## src/rtl/instr_encoder.sv

```systemverilog
// Streaming RV32I subset encoder: symbolic commands in, packed words written sequentially to imem.
// Optional immediate range checking (NOP substitution + sticky err) enabled by INSTR_ENCODER_RANGE_CHECK_EN.
module instr_encoder #(
  parameter int          ADDR_W    = 9,
  parameter int unsigned BASE_ADDR = 0
) (
  input  logic              clk,
  input  logic              reset_n,
  input  logic              cmd_valid,
  output logic              cmd_ready,
  input  logic [2:0]        cmd_op,
  input  logic [4:0]        cmd_rd,
  input  logic [4:0]        cmd_rs1,
  input  logic [4:0]        cmd_rs2,
  input  logic [31:0]       cmd_imm,
  input  logic              flush,
  output logic              imem_we,
  input  logic              imem_ready,
  output logic [ADDR_W-1:0] imem_addr,
  output logic [31:0]       imem_wdata,
  output logic [ADDR_W:0]   count,
  output logic              full,
  output logic              err,
  input  logic              err_clr
);

  localparam logic [2:0] OP_ADD  = 3'd0;
  localparam logic [2:0] OP_AND  = 3'd1;
  localparam logic [2:0] OP_ADDI = 3'd2;
  localparam logic [2:0] OP_LUI  = 3'd3;
  localparam logic [2:0] OP_JAL  = 3'd4;
  localparam logic [2:0] OP_LW   = 3'd5;
  localparam logic [2:0] OP_SW   = 3'd6;
  localparam logic [2:0] OP_BEQ  = 3'd7;

  localparam logic [31:0]     NOP      = 32'h0000_0013;
  localparam logic [ADDR_W:0] CNT_FULL = (ADDR_W+1)'(1) << ADDR_W;

  function automatic logic [31:0] encode(input logic [2:0] op, input logic [4:0] rd,
                                         input logic [4:0] rs1, input logic [4:0] rs2,
                                         input logic [31:0] imm);
    logic [31:0] w;
    w = NOP;
    case (op)
      OP_ADD:  w = {7'b0000000, rs2, rs1, 3'b000, rd, 7'b0110011};
      OP_AND:  w = {7'b0000000, rs2, rs1, 3'b111, rd, 7'b0110011};
      OP_ADDI: w = {imm[11:0], rs1, 3'b000, rd, 7'b0010011};
      OP_LUI:  w = {imm[31:12], rd, 7'b0110111};
      OP_JAL:  w = {imm[20], imm[10:1], imm[11], imm[19:12], rd, 7'b1101111};
      OP_LW:   w = {imm[11:0], rs1, 3'b010, rd, 7'b0000011};
      OP_SW:   w = {imm[11:5], rs2, rs1, 3'b010, imm[4:0], 7'b0100011};
      OP_BEQ:  w = {imm[12], imm[10:5], rs2, rs1, 3'b000, imm[4:1], imm[11], 7'b1100011};
      default: w = NOP;
    endcase
    return w;
  endfunction

`ifdef INSTR_ENCODER_RANGE_CHECK_EN
  // An immediate fits a signed field when all bits above the field's sign bit match it.
  function automatic logic imm_bad(input logic [2:0] op, input logic [31:0] imm);
    logic bad;
    case (op)
      OP_ADDI, OP_LW, OP_SW: bad = !((&imm[31:11]) || !(|imm[31:11]));
      OP_BEQ:  bad = !((&imm[31:12]) || !(|imm[31:12])) || imm[0];
      OP_JAL:  bad = !((&imm[31:20]) || !(|imm[31:20])) || imm[0];
      OP_LUI:  bad = |imm[11:0];
      default: bad = 1'b0;
    endcase
    return bad;
  endfunction
`endif

  logic              rdy_en_q;
  logic              a_vld_q, a_vld_d;
  logic [2:0]        a_op_q, a_op_d;
  logic [4:0]        a_rd_q, a_rd_d, a_rs1_q, a_rs1_d, a_rs2_q, a_rs2_d;
  logic [31:0]       a_imm_q, a_imm_d;
  logic [ADDR_W-1:0] a_addr_q, a_addr_d;
  logic              b_vld_q, b_vld_d;
  logic [ADDR_W-1:0] b_addr_q, b_addr_d;
  logic [31:0]       b_data_q, b_data_d;
  logic [ADDR_W:0]   count_q, count_d;
  logic              err_q, err_d;
  logic              b_adv, accept, a_bad;

  assign b_adv     = !b_vld_q || imem_ready;
  assign full      = (count_q == CNT_FULL);
  assign cmd_ready = rdy_en_q && !full && !flush && (!a_vld_q || b_adv);
  assign accept    = cmd_valid && cmd_ready;

`ifdef INSTR_ENCODER_RANGE_CHECK_EN
  assign a_bad = imm_bad(a_op_q, a_imm_q);
`else
  assign a_bad = 1'b0;
`endif

  always_comb begin
    a_vld_d  = a_vld_q;
    a_op_d   = a_op_q;
    a_rd_d   = a_rd_q;
    a_rs1_d  = a_rs1_q;
    a_rs2_d  = a_rs2_q;
    a_imm_d  = a_imm_q;
    a_addr_d = a_addr_q;
    b_vld_d  = b_vld_q;
    b_addr_d = b_addr_q;
    b_data_d = b_data_q;
    count_d  = count_q;
    err_d    = err_q && !err_clr;

    if (flush) begin
      a_vld_d = 1'b0;
      b_vld_d = 1'b0;
      count_d = '0;
    end else begin
      if (b_adv) begin
        b_vld_d = a_vld_q;
        if (a_vld_q) begin
          b_addr_d = a_addr_q;
          b_data_d = a_bad ? NOP : encode(a_op_q, a_rd_q, a_rs1_q, a_rs2_q, a_imm_q);
          err_d    = err_d || a_bad;
        end
      end
      // A is either empty or moving into B whenever a command is accepted.
      if (accept) begin
        a_vld_d  = 1'b1;
        a_op_d   = cmd_op;
        a_rd_d   = cmd_rd;
        a_rs1_d  = cmd_rs1;
        a_rs2_d  = cmd_rs2;
        a_imm_d  = cmd_imm;
        a_addr_d = ADDR_W'(BASE_ADDR) + count_q[ADDR_W-1:0];
        count_d  = count_q + 1'b1;
      end else if (b_adv) begin
        a_vld_d = 1'b0;
      end
    end
  end

  always_ff @(posedge clk or negedge reset_n) begin
    if (!reset_n) begin
      rdy_en_q <= 1'b0;
      a_vld_q  <= 1'b0;
      a_op_q   <= '0;
      a_rd_q   <= '0;
      a_rs1_q  <= '0;
      a_rs2_q  <= '0;
      a_imm_q  <= '0;
      a_addr_q <= '0;
      b_vld_q  <= 1'b0;
      b_addr_q <= '0;
      b_data_q <= '0;
      count_q  <= '0;
      err_q    <= 1'b0;
    end else begin
      rdy_en_q <= 1'b1;
      a_vld_q  <= a_vld_d;
      a_op_q   <= a_op_d;
      a_rd_q   <= a_rd_d;
      a_rs1_q  <= a_rs1_d;
      a_rs2_q  <= a_rs2_d;
      a_imm_q  <= a_imm_d;
      a_addr_q <= a_addr_d;
      b_vld_q  <= b_vld_d;
      b_addr_q <= b_addr_d;
      b_data_q <= b_data_d;
      count_q  <= count_d;
      err_q    <= err_d;
    end
  end

  assign imem_we    = b_vld_q;
  assign imem_addr  = b_addr_q;
  assign imem_wdata = b_data_q;
  assign count      = count_q;

`ifdef INSTR_ENCODER_RANGE_CHECK_EN
  assign err = err_q;
`else
  // Without range checks err never sets; err_clr has nothing to clear.
  logic unused_err;
  assign unused_err = err_q;
  assign err        = 1'b0;
`endif

endmodule

```

## config.mk

```make
export PLATFORM = sky130hd
export DESIGN_NAME = instr_encoder
export DESIGN_NICKNAME = d
export VERILOG_FILES = /design/src/rtl/instr_encoder.sv
export SDC_FILE = /design/constraint.sdc
export NUM_CORES = 1
export LEC_CHECK = 0
export CORE_AREA = 2 2 132 134
export CTS_CLUSTER_SIZE = 25
export DETAILED_ROUTE_END_ITERATION = 6
export DIE_AREA = 0 0 134 136
export SLEW_MARGIN = 20
export SYNTH_ARGS = -nofsm -noshare
export SYNTH_HDL_FRONTEND = slang
export SYNTH_SLANG_ARGS = --single-unit
```

## constraint.sdc

```tcl
create_clock -name clk -period 3.43 [get_ports clk]
set_clock_uncertainty 0.2 [all_clocks]
set_input_delay 0.8575 -clock clk [delete_from_list [all_inputs] [get_ports clk]]
set_output_delay 0.8575 -clock clk [all_outputs]
set_load 0.005 [all_outputs]
```

==> impl_metrics.toml, run 1 <==
[run_status]
outcome = "finished, final reports clean"

[synthesis]
synth_area_leader_cell = "dfrtp_1"
yosysSeqAreaShare_pct = 56.3
synth-seq-cells = 112
ys_warn_count = 0
async_flop_share_pct = 100
synth_area_leaders = "dfrtp_1 56%, mux2_2 13%, nand2_1 4.7%, mux2i_1 3.4%, o21ai_0 2.7%"
synth_ff_type = "dfrtp_1"
synth.top_cell.area_share_pct = 56.3
synth-edff-count = 0
syn-instance-count = 435
syn_nets = 493
synth_area_um2 = 4980
synth_area_per_cell_um2 = 11.5
ys_types = 39

[clock_network]
tritoncts = "built"
clk_pin_slew_worst_paths_ns = 0.08
cts_root_buffer = "clkbuf_16"
htree_num_levels = 3
clk_path_buf_depth = 2
clock-sinks = 112
hold_buffers = 0
numCtsBuffers = 9
cts_resized = 0
clock_latency_ns = 0.35
postCtsSetupBuffers = 0

[sta]
setup_viol = 0
rsz0062_at_grt = "no"
fin_ws_ns = 0.170
hold_ws_ns = 0.254
slew_violations = 0
slew-limit-headroom_pct = 50.9
fmax_mhz = 307
finalHoldViolCount = 0
worstMarginPinSlew_ns = 0.737
fin_crit_sh_pct = 95.0
min_period_ns = 3.26
fin_setup_tns_ns = 0

[setup_path]
r2r_start = "count[0]$_DFFE_PN0P_"
cp-startpoint = "imem_ready"
arrival_ns = 2.20
startpoint_type = "primary input"
crit_type = "in -> out"
cp_max_fo = 4
endpoint_kind = "output port"
required_ns = 2.37

[die]
io_pins = 111
dieWidth_um = 134
die-area_um2 = 18200
die_h_um = 136
start_util_pct = 29.5
core-area_um2 = 16900
num_rows = 48

[final_layout]
nFillCells = 1607
mostFrequentLayoutCells = "112 x dfrtp_1, 107 x clkdlybuf4s50_1, 63 x nand2_1"
area_growth_syn_to_layout_pct = 33.4
antennaDiodeCount = 0
final_layout_size_suffix_gt1_share_pct = 17.9
design.final.nets = 599
final_common_cell = "dfrtp_1"

[power_and_ir_drop]
power_density_nw_per_um2 = 557
leakagePower_nw = 2.84
max-vdd-ir-drop_uv = 298

[grt]
grt_first_pass_wirelength_mm = 19.1
track_usage_pct = 13.5
grt_pass1_vias = 3634
grt_max_degree = 58
antenna_found_initial = 0
grt-ovfl-total = 0

[route]
via_per_inst = 4.69
antenna_left = 0
wl_per_cell_um = 15.6
drt-total-wl_mm = 12.1
drt_iter0_drc = 175
drt-pass1-iter-count = 4
drc = 0
vias = 3616

[job]
drv_cap = 0

[placed_design]
pre_cts_slack_ns = 0.160
hpwl_mm = 8.46
gp_congestion = 0.796
numPortBuffers = 108

[worst_hold_path]
min_from = "a_addr_q[1]$_DFFE_PN0P_"
hold_path.class = "reg -> reg"
[state kept, by name, indices dropped and copies added, names as in the netlist, 3 cells and up]
signal / cells
a_op_q: 3
a_rs2_q: 5
count: 10
a_imm_q: 32
imem_wdata: 31
a_rd_q: 5
a_rs1_q: 5
imem_addr: 9
a_addr_q: 9
[routing by layer]
metal	up-vias	GRT usage [%]	share of wire, %
li1	1738	-	-
met2	104	22.6	49
met4	0	4.73	1.6
met1	1758	17.4	45
met3	16	2.87	4.9
met5	-	0	0
[stage by stage]
stage	power (W)	utilization, %	cell area, um2	cells
2_1_floorplan	0.00212	-	4980	435
3_3_place_gp	0.00255	37.4	6320	755
3_5_place_dp	0.00258	37.4	6320	755
4_1_cts	0.00376	39.4	6650	771
5_1_grt	0.00391	39.4	6650	771
6_report	0.00370	39.4	6650	771
[where the power goes]
part,total [W],switching [W],internal (W)
clock,0.00116,0.000495,0.000664
combinational,0.000836,0.000337,0.000499
sequential,0.00171,0.000158,0.00155
[path summary, 6_finish.rpt]
path	endpoint	slack [ns]	cells past startpoint
setup / recovery	cmd_ready	0.17	5
hold / removal	imem_addr[1]$_DFFE_PN0P_	0.25	2
setup reg to reg	a_rd_q[1]$_DFFE_PN0P_	1.22	7
hold reg to reg	imem_addr[1]$_DFFE_PN0P_	0.25	2
max in group asynchronous	a_imm_q[28]$_DFFE_PN0P_	1.94	2
min in group asynchronous	rdy_en_q$_DFF_PN0_	0.36	1
[final cells by class]
class	count	area, um2	share of cell area [%]
multi-input cells	290	2010	30.2
inverters	7	26.3	0.395
repair buffers	121	1200	18.1
clock inverters	6	90.1	1.36
flip-flops and latches	112	2800	42.2
well taps	225	282	4.24
clock buffers	10	239	3.60
[cells by family after synthesis]
| group | count (synthesis) | share of synthesized area [%] |
|---|---|---|
| other | 2 | 0.151 |
| muxes | 80 | 18.1 |
| AOI/OAI and AO/OA | 68 | 8.51 |
| DFF | 112 | 56.3 |
| buffers and inverters | 33 | 3.59 |
| and+or+nand+nor | 135 | 12.4 |
| xor gates and xnor gates | 3 | 0.527 |
| adders and majority gates | 2 | 0.502 |
[synth_stat cells (3+ instances only)]
| cell type | number |
|---|---|
| clkbuf_1 | 15 |
| dfrtp_1 | 112 |
| a21oi_1 | 14 |
| a22o_1 | 7 |
| nand3b_1 | 3 |
| mux2_4 | 6 |
| mux2_2 | 57 |
| or4_1 | 3 |
| inv_1 | 5 |
| a221oi_1 | 10 |
| o31ai_1 | 5 |
| nor2_1 | 31 |
| nand4_1 | 5 |
| o21ai_0 | 27 |
| nand2_1 | 63 |
| xnor2_1 | 3 |
| nor4_1 | 4 |
| nor2b_1 | 7 |
| nand2b_1 | 6 |
| buf_6 | 6 |
| nand3_1 | 6 |
| mux2i_1 | 17 |
[worst max-delay path: stages]
cell	delay, ns
clkdlybuf4s50_1	0.50
nand3b_1	0.16
nand2_1	0.09
nor2_1	0.09
clkdlybuf4s50_1	0.50
Note: power is estimated with default switching activity, not from simulation.
==> inputs of run 2 (changes only) <==
- clock period: 3.43 -> 2.82 ns (I/O delays scaled with it)
==> impl_metrics.toml, run 2 (synthesized netlist as in run 1, its figures left out) <==
[sta]
worstMarginPinSlew_ns = 0.644
setup_viol = 0
fmax_mhz = 383
fin_crit_sh_pct = 92.5
slew-limit-headroom_pct = 56.8
finalHoldViolCount = 0
fin_setup_tns_ns = 0
min_period_ns = 2.61
rsz0062_at_grt = "no"
slew_violations = 0

[clock_network]
clk_pin_slew_worst_paths_ns = 0.07
htree_num_levels = 3
clock_latency_ns = 0.36
clock-sinks = 112
hold_buffers = 0
tritoncts = "built"
cts_root_buffer = "clkbuf_16"
numCtsBuffers = 9
clk_path_buf_depth = 2

[setup_path]
endpoint_kind = "output port"
crit_type = "in -> out"
cp_max_fo = 2
required_ns = 1.91
arrival_ns = 1.70
startpoint_type = "primary input"

[final_layout]
utilization_pct = 40.1
antennaDiodeCount = 0
final_common_cell = "dfrtp_1"
final_layout_size_suffix_gt1_share_pct = 20.8
mostFrequentLayoutCells = "108 x dfrtp_1, 105 x clkdlybuf4s50_1, 63 x nand2_1"
design.final.nets = 613
largest_reg_flops = 32
area_growth_syn_to_layout_pct = 35.7
largest-register = "a_imm_q"

[route]
drt-pass1-iter-count = 4
drc = 0
vias = 3714
wl_per_cell_um = 15.6
via_per_inst = 4.74
drt-total-wl_mm = 12.2
antenna_left = 0
drt_iter0_drc = 211

[worst_hold_path]
hold_path.class = "in -> async"

[die]
num_rows = 48
die-area_um2 = 18200
die_h_um = 136
core-area_um2 = 16900
start_util_pct = 29.5
io_pins = 111
dieWidth_um = 134

[placed_design]
hpwl_mm = 8.56
gp_congestion = 0.814
numPortBuffers = 108

[grt]
grt-ovfl-total = 0
antenna_found_initial = 0
track_usage_pct = 14.1
grt_first_pass_wirelength_mm = 19.9
grt_pass1_vias = 3870
grt_max_degree = 50

[run_status]
outcome = "finished, final reports clean"

[power_and_ir_drop]
power_density_nw_per_um2 = 632
leakagePower_nw = 2.92
max-vdd-ir-drop_uv = 306

[job]
drv_cap = 0
## run 2: changes by cell type in the layout (fill, tap and decap cells not counted), moves of 2 or more
cell,delta
bufinv_16,-2
buf_4,+10
dfrtp_1,-4
dfrtp_2,+4
buf_12,+4
clkdlybuf4s50_1,-2
## run 2: what timing repair did
action,4_1_cts,5_1_grt
buffers inserted,1,8
gates resized for setup,5,4
setup endpoints to repair,2,1
gates cloned,0,0
pin swaps,1,2
## run 2: stage by stage
step           instances  hold WS, ns  setup WS, ns  area (um2)  total power (W)
4_1_cts              776        0.169      0.000435        6690          0.00436
5_1_grt              784        0.194         0.114        6760          0.00455
3_5_place_dp         760        0.255       -0.0750        6400          0.00315
2_1_floorplan        435        0.209         0.768        4980          0.00258
6_report             784        0.146         0.212        6760          0.00427
3_3_place_gp         760        0.249       -0.0725        6400          0.00311
## run 2: final timing paths
check                           slack, ns                       end                    start  cells after the start
worst max-delay path                 0.21                 cmd_ready               imem_ready                      5
worst min-delay path                 0.15        rdy_en_q$_DFF_PN0_                  reset_n                      1
worst max register to register       0.55    a_rs1_q[0]$_DFFE_PN0P_     count[1]$_DFFE_PN0P_                      9
worst min register to register       0.27  imem_addr[8]$_DFFE_PN0P_  a_addr_q[8]$_DFFE_PN0P_                      2
max in group asynchronous            1.57    a_imm_q[8]$_DFFE_PN0P_                  reset_n                      2
min in group clk                     0.27  imem_addr[8]$_DFFE_PN0P_  a_addr_q[8]$_DFFE_PN0P_                      2
## run 2: final cells by class
type / instances / area, um2
fillers: 1628 / 10100
flip-flops and latches: 112 / 2810
multi-input cells: 290 / 2030
repair buffers: 135 / 1360
well taps: 225 / 282
clock buffers: 10 / 229
clock inverters: 5 / 33.8
inverters: 7 / 26.3
## run 2: power by group
group	leakage (nW)	internal, W	switching, W	total (W)
Sequential	1.39	0.00188	0.000202	0.00208
Combinational	1.40	0.000614	0.000396	0.00101
Clock	0.125	0.000595	0.000586	0.00118
## run 2: metal layers
metal	global-route usage, %	up-vias	wire (um)
met2	22.9	97	5890
met5	0	-	0
li1	-	1763	-
met3	2.65	17	530
met1	18.0	1837	5500
met4	7.27	0	305
## run 2: worst max-delay path, stage by stage
cell and delay, ns:
clkdlybuf4s50_1 0.47, nand3b_1 0.13, nand2_1 0.07, nor2_1 0.08, dlygate4sd2_1 0.24
